$ cat config.mk
export PLATFORM = sky130hd
export DESIGN_NAME = qed_dup_issue_flat
export DESIGN_NICKNAME = d
export VERILOG_FILES = /design/src/rtl/qed_dup_issue_if.sv /design/src/rtl/qed_dup_issue.sv /design/src/flat_wrapper.sv
export SDC_FILE = /design/constraint.sdc
export NUM_CORES = 1
export LEC_CHECK = 0
export BUFFER_PORTS_ARGS = -buffer_cell sky130_fd_sc_hd__buf_2
export CAP_MARGIN = 5
export CORE_MARGIN = 2
export CORE_UTILIZATION = 50
export DETAILED_ROUTE_END_ITERATION = 8
export PLACE_DENSITY = 0.75
export SLEW_MARGIN = 20
export SYNTH_ARGS = -nofsm -noshare
export SYNTH_HDL_FRONTEND = slang
export SYNTH_SLANG_ARGS = --single-unit
$ cat constraint.sdc
create_clock -name clk -period 8.4 [get_ports clk]
set_input_delay 0.84 -clock clk [delete_from_list [all_inputs] [get_ports clk]]
set_output_delay 0.84 -clock clk [all_outputs]
set_load 0.01 [all_outputs]
$ cat src/rtl/qed_dup_issue_if.sv
// Handshake and bus bundle between fetch, the QED issue stage and the core.
// CW must equal $clog2(DEPTH+1) of the attached qed_dup_issue.
interface qed_dup_issue_if #(
  parameter int CW = 5
);
  logic          qed_ena;
  logic          exec_dup;
  logic [31:0]   ifu_qed_instruction;
  logic          ifu_vld;
  logic          ifu_rdy;
  logic          is_lw;
  logic          is_sw;
  logic          is_aluimm;
  logic          is_alureg;
  logic          core_rdy;
  logic [31:0]   qed_instruction;
  logic          qed_vld;
  logic          qed_dup_phase;
  logic [CW-1:0] dup_count;
  logic          qed_check;

  modport slave (
    input  qed_ena, exec_dup, ifu_qed_instruction, ifu_vld,
           is_lw, is_sw, is_aluimm, is_alureg, core_rdy,
    output ifu_rdy, qed_instruction, qed_vld, qed_dup_phase, dup_count, qed_check
  );

  modport master (
    output qed_ena, exec_dup, ifu_qed_instruction, ifu_vld,
           is_lw, is_sw, is_aluimm, is_alureg, core_rdy,
    input  ifu_rdy, qed_instruction, qed_vld, qed_dup_phase, dup_count, qed_check
  );
endinterface

$ cat src/rtl/qed_dup_issue.sv
// QED issue stage: issues originals, queues remapped duplicates, replays them, pulses qed_check.
// Optional macro QED_AUTO_DUP_EN: a full duplicate FIFO forces the switch to the DUP phase.
module qed_dup_issue #(
  parameter int          DEPTH      = 16,
  parameter logic [11:0] MEM_OFFSET = 12'h400
) (
  input logic           clk,
  input logic           rst_n,
  qed_dup_issue_if.slave bus
);
  localparam int          AW  = $clog2(DEPTH);
  localparam int          CW  = $clog2(DEPTH + 1);
  localparam logic [31:0] NOP = 32'h0000_0013;

  typedef enum logic [1:0] {S_ORIG, S_DUP, S_CHECK} state_t;

  state_t        state, state_next;
  logic [31:0]   mem [DEPTH];
  logic [AW-1:0] wr_ptr, rd_ptr;
  logic [CW-1:0] count;
  logic [31:0]   out_instr;
  logic          out_vld;

  logic          legal, full, out_free, rdy_int, xfer_in;
  logic          push, pop, out_load, out_clear;
  logic [31:0]   dup_word, load_word;

  // Duplicates use the upper register half; x0 must stay x0 to keep its zero semantics.
  function automatic logic [4:0] remap_reg(input logic [4:0] r);
    return (r == 5'd0) ? 5'd0 : {1'b1, r[3:0]};
  endfunction

  function automatic logic [31:0] make_dup(input logic [31:0] i, input logic lw,
                                           input logic sw, input logic alureg);
    logic [31:0] d;
    logic [11:0] imm;
    d        = i;
    imm      = '0;
    d[19:15] = remap_reg(i[19:15]);
    if (sw) begin
      imm                 = {i[31:25], i[11:7]} + MEM_OFFSET;
      {d[31:25], d[11:7]} = imm;
      d[24:20]            = remap_reg(i[24:20]);
    end else begin
      d[11:7] = remap_reg(i[11:7]);
      if (lw)     d[31:20] = i[31:20] + MEM_OFFSET;
      if (alureg) d[24:20] = remap_reg(i[24:20]);
    end
    return d;
  endfunction

  assign legal     = bus.is_lw | bus.is_sw | bus.is_aluimm | bus.is_alureg;
  assign full      = (count == CW'(DEPTH));
  assign out_free  = !out_vld || bus.core_rdy;
  assign rdy_int   = (state == S_ORIG) && out_free && !full;
  assign xfer_in   = bus.qed_ena && bus.ifu_vld && rdy_int;
  assign dup_word  = make_dup(bus.ifu_qed_instruction, bus.is_lw, bus.is_sw, bus.is_alureg);
  assign load_word = pop ? mem[rd_ptr] : (legal ? bus.ifu_qed_instruction : NOP);

  always_ff @(posedge clk or negedge rst_n) begin
    if (!rst_n)            state <= S_ORIG;
    else if (!bus.qed_ena) state <= S_ORIG;
    else                   state <= state_next;
  end

  always_comb begin
    // NOTE: every output of this block gets a default first so no path can infer a latch.
    state_next = state;
    push       = 1'b0;
    pop        = 1'b0;
    out_load   = 1'b0;
    out_clear  = 1'b0;
    unique case (state)
      S_ORIG: begin
        if (xfer_in) begin
          out_load = 1'b1;
          push     = legal;
        end else if (out_free) begin
          out_clear = 1'b1;
        end
        if (bus.exec_dup && count != '0) state_next = S_DUP;
`ifdef QED_AUTO_DUP_EN
        if (full) state_next = S_DUP;
`else
`endif
      end
      S_DUP: begin
        // The previous entry leaves on the same edge the next one is popped into the output.
        if (out_free) begin
          if (count != '0) begin
            pop      = 1'b1;
            out_load = 1'b1;
          end else begin
            out_clear  = 1'b1;
            state_next = S_CHECK;
          end
        end
      end
      S_CHECK: state_next = S_ORIG;
      default: state_next = S_ORIG;
    endcase
  end

  always_ff @(posedge clk or negedge rst_n) begin
    if (!rst_n) begin
      wr_ptr    <= '0;
      rd_ptr    <= '0;
      count     <= '0;
      out_vld   <= 1'b0;
      out_instr <= NOP;
    end else if (!bus.qed_ena) begin
      wr_ptr    <= '0;
      rd_ptr    <= '0;
      count     <= '0;
      out_vld   <= 1'b0;
      out_instr <= NOP;
    end else begin
      if (push) begin
        wr_ptr <= wr_ptr + AW'(1);
        count  <= count + CW'(1);
      end
      if (pop) begin
        rd_ptr <= rd_ptr + AW'(1);
        count  <= count - CW'(1);
      end
      if (out_load) begin
        out_vld   <= 1'b1;
        out_instr <= load_word;
      end else if (out_clear) begin
        out_vld <= 1'b0;
      end
    end
  end

  // NOTE: the storage array is not reset; only pointers and count define what is valid.
  always_ff @(posedge clk) begin
    if (push) mem[wr_ptr] <= dup_word;
  end

  assign bus.ifu_rdy         = bus.qed_ena ? rdy_int   : bus.core_rdy;
  assign bus.qed_instruction = bus.qed_ena ? out_instr : bus.ifu_qed_instruction;
  assign bus.qed_vld         = bus.qed_ena ? out_vld   : bus.ifu_vld;
  assign bus.qed_dup_phase   = bus.qed_ena && (state == S_DUP);
  assign bus.qed_check       = bus.qed_ena && (state == S_CHECK);
  assign bus.dup_count       = count;
endmodule

$ cat src/flat_wrapper.sv
// flat-port wrapper written by rule: the top's interface ports become plain ports
module qed_dup_issue_flat 
#(
  parameter int          DEPTH      = 16,
  parameter logic [11:0] MEM_OFFSET = 12'h400
)
  (clk, rst_n, bus_qed_ena, bus_exec_dup, bus_ifu_qed_instruction, bus_ifu_vld, bus_is_lw, bus_is_sw, bus_is_aluimm, bus_is_alureg, bus_core_rdy, bus_ifu_rdy, bus_qed_instruction, bus_qed_vld, bus_qed_dup_phase, bus_dup_count, bus_qed_check);
  qed_dup_issue_if #(.CW(5)) bus_i ();
  input logic clk;
  input logic rst_n;
  input wire logic [$bits(bus_i.qed_ena)-1:0] bus_qed_ena;
  input wire logic [$bits(bus_i.exec_dup)-1:0] bus_exec_dup;
  input wire logic [$bits(bus_i.ifu_qed_instruction)-1:0] bus_ifu_qed_instruction;
  input wire logic [$bits(bus_i.ifu_vld)-1:0] bus_ifu_vld;
  input wire logic [$bits(bus_i.is_lw)-1:0] bus_is_lw;
  input wire logic [$bits(bus_i.is_sw)-1:0] bus_is_sw;
  input wire logic [$bits(bus_i.is_aluimm)-1:0] bus_is_aluimm;
  input wire logic [$bits(bus_i.is_alureg)-1:0] bus_is_alureg;
  input wire logic [$bits(bus_i.core_rdy)-1:0] bus_core_rdy;
  output wire logic [$bits(bus_i.ifu_rdy)-1:0] bus_ifu_rdy;
  output wire logic [$bits(bus_i.qed_instruction)-1:0] bus_qed_instruction;
  output wire logic [$bits(bus_i.qed_vld)-1:0] bus_qed_vld;
  output wire logic [$bits(bus_i.qed_dup_phase)-1:0] bus_qed_dup_phase;
  output wire logic [$bits(bus_i.dup_count)-1:0] bus_dup_count;
  output wire logic [$bits(bus_i.qed_check)-1:0] bus_qed_check;
  assign bus_i.qed_ena = bus_qed_ena;
  assign bus_i.exec_dup = bus_exec_dup;
  assign bus_i.ifu_qed_instruction = bus_ifu_qed_instruction;
  assign bus_i.ifu_vld = bus_ifu_vld;
  assign bus_i.is_lw = bus_is_lw;
  assign bus_i.is_sw = bus_is_sw;
  assign bus_i.is_aluimm = bus_is_aluimm;
  assign bus_i.is_alureg = bus_is_alureg;
  assign bus_i.core_rdy = bus_core_rdy;
  assign bus_ifu_rdy = bus_i.ifu_rdy;
  assign bus_qed_instruction = bus_i.qed_instruction;
  assign bus_qed_vld = bus_i.qed_vld;
  assign bus_qed_dup_phase = bus_i.qed_dup_phase;
  assign bus_dup_count = bus_i.dup_count;
  assign bus_qed_check = bus_i.qed_check;
  qed_dup_issue #(.DEPTH(DEPTH), .MEM_OFFSET(MEM_OFFSET)) u_core (.clk(clk), .rst_n(rst_n), .bus(bus_i));
endmodule
==> metrics.csv <==
metric;value;unit
nFillCells;3307;
final.min_clock_period;4090;ps
hold_path.class;input pin to async pin;
grt_setup_unrepaired;false;
path_max_fanout;68;
cts-resized-gates;0;
worst_path_dominant_cell_family;simple AND/OR/NAND/NOR gates;
yosysTopAreaCell;sky130_fd_sc_hd__edfxtp_1;
synth_seq_cells;560;
power_density;239;nW/um2
io-pin-count;83;
worst_setup_path_start_kind;input pin;
detail_route.vias_per_cell;6.01;
crit_type;input pin to register;
async_reset_ff_share;8.57;%
ys_dominant_reg_cell;sky130_fd_sc_hd__edfxtp_1;
synth_enable_flop_cells;512;
grt_overflow_total;0;
post-route-period-util;48.6;%
initial_core_util;50.5;%
synth_warnings;0;
max_slew.worst_pin.slew;1120;ps
clk_pin_slew;60;ps
core;44100;um2
post-synth-top-area-fraction;69.0;%
layout_cell_share_with_drive_strength_beyond_1;30.5;%
post_cts_buffers;0;
grt_first_pass_wirelength;70200;um
fin_tns_setup;0;ps
data_required_time_at_the_worst_endpoint;8600;ps
remaining_drc_errors;0;
timing.max_slew.rel_slack;25.1;%
detailedRoute.firstIterationViolations;1184;
postRouteAntennaNets;0;
timing.critical_path.cells;buf_2, buf_4, nand4bb_1, a211oi_1, and2_2, and4_2;
postCtsHoldBufs;0;
cap_violations;0;
outcome;complete, no violations;
number_of_endpoints_with_negative_hold_slack_in_the_final_report;0;
post_synth_instance_area;22300;um2
clock-sinks;560;
timing.hold.ws;402;ps
seq_area_frac_synth;74.4;%
clk_path_buf_depth;3;
placement.io_buffers;82;
die_h;215;um
achievable-frequency;245;MHz
mappedNetlistNets;1177;
die-width;215;um
n_antenna_cell;0;
grt.total_usage;20.2;%
detailedPlacementHpwl;24500;um
avg_inst_size_synth;19.8;um2
antenna_found_initial;0;
grt_pass1_vias;11300;
cts-root-buf;sky130_fd_sc_hd__clkbuf_16;
area_growth;12.0;%
end_kind;register;
gp_congestion;0.766;
power.static_leakage;8.10;nW
rows;77;
drt_first_pass_iters;5;
skew;18.7;ps
max_stage_delay_cell_worst_path;sky130_fd_sc_hd__and4_2;
worstPathArrival;4290;ps
post_detailed_route_wirelength_per_cell;25.1;um
via_count;11000;
num-nets-final;1247;
worst_vdd_drop;0.156;mV
cts-buffers-inserted;54;
distinct_cell_type_count_of_the_synthesized_netlist;49;
clk-insertion-delay-late;590;ps
grt_start_max_net_pins;93;
critical_path.max_stage_delay;980;ps
synthCells;1128;
wl;45900;um
setup_viol_count_final;0;
synth.area.top_cells;sky130_fd_sc_hd__edfxtp_1, sky130_fd_sc_hd__mux4_2, sky130_fd_sc_hd__dfrtp_1;
floorplan.die_area;46300;um2
number_of_h_tree_levels;2;
report.final.slew_viol_count;0;
cts_tree;yes;
crit_buf_inv;2;
through the flow:
step                setup WS [ps]  cell area, um2  instances  utilization (%)  total power, mW
global placement             3900           23200       1734             52.6             3.65
detailed placement           3770           23200       1734             52.6             3.66
CTS                          4360           24900       1833             56.5             6.00
global route                 4050           24900       1833             56.5             6.16
finish                       4310           24900       1833             56.5             5.97
floorplan                    5310           22300       1128                -             3.51
metal layers:
| metal | global-route usage, % | routed length, um | vias up |
|---|---|---|---|
| met4 | 4.55 | 629 | 0 |
| met2 | 32.5 | 22600 | 370 |
| li1 | - | - | 4754 |
| met3 | 3.26 | 2640 | 53 |
| met5 | 0 | 0 | - |
| met1 | 29.5 | 20100 | 5844 |
synthesized netlist by cell type (all sizes together), types with 7 or more instances:
library cell  instances
nand3                 7
nor3                  9
buf                  26
ha                    7
nor2b                 9
edfxtp              512
a21oi                37
nor2                 16
a22oi                20
clkbuf               50
a22o                 12
dfrtp                45
and2                 15
o21ai                22
o221ai               11
a221o                18
mux4                127
nand2                60
xnor2                 8
inv                  19
mux2                 51
flip-flops by register name (all words and copies together), names as in the netlist:
name,cells
u_core.bus.dup_count,5
u_core.mem,512
u_core.out_instr,32
u_core.out_vld,1
u_core.rd_ptr,4
u_core.state,2
u_core.wr_ptr,4
worst paths after layout:
kind                                     start                      end  slack [ps]  depth (start not counted)
max reg2reg                    u_core.state[0]        u_core.mem[14][1]        4790                          4
min in group clk           u_core.out_instr[4]      u_core.out_instr[4]         470                          2
max in group asynchronous                rst_n         u_core.rd_ptr[0]        7470                          2
min                                      rst_n  u_core.bus.dup_count[4]         400                          2
min reg2reg                u_core.out_instr[4]      u_core.out_instr[4]         470                          2
max                                bus_qed_ena        u_core.mem[14][1]        4310                          6
layout make-up:
| type | count | area, um2 | share of cell area, % |
|---|---|---|---|
| Tap cell | 592 | 741 | 2.97 |
| Inverter | 19 | 73.8 | 0.296 |
| Timing Repair Buffer | 90 | 483 | 1.94 |
| Sequential cell | 560 | 16600 | 66.5 |
| Clock inverter | 22 | 216 | 0.868 |
| Multi-Input combinational cell | 473 | 5350 | 21.4 |
| Clock buffer | 77 | 1500 | 6.01 |
cell usage in the layout, fill, tap and decap left out, drive strengths merged, types with 7 or more instances in the layout:
cell / count
edfxtp: 512
mux4: 127
buf: 90
clkbuf: 77
nand2: 60
mux2: 51
dfrtp: 45
a21oi: 37
o21ai: 22
a22oi: 20
inv: 20
a221o: 18
nor2: 16
and2: 15
clkinv: 14
a22o: 12
o221ai: 11
nor2b: 9
nor3: 9
xnor2: 8
ha: 7
nand3: 7
kinds of logic after synthesis:
group | after synthesis | synth area share (%)
xor+xnor | 11 | 0.432
flops | 560 | 74.4
simple gates | 138 | 3.08
fa+ha+maj | 7 | 0.393
buf+inv | 95 | 1.81
mux | 181 | 15.5
compound gates | 136 | 4.33
power breakdown:
group	internal [mW]	switching, mW	total [mW]
Sequential	3.11	0.0433	3.15
Combinational	0.199	0.251	0.450
Clock	1.36	1.00	2.37
worst register-to-register path, stage by stage, from the launching register on:
cell	delay (ps)
sky130_fd_sc_hd__dfrtp_1	460
sky130_fd_sc_hd__nand4bb_1	260
sky130_fd_sc_hd__a211oi_1	570
sky130_fd_sc_hd__and2_2	930
sky130_fd_sc_hd__and4_2	990
Note: power is estimated with default switching activity, not from simulation.
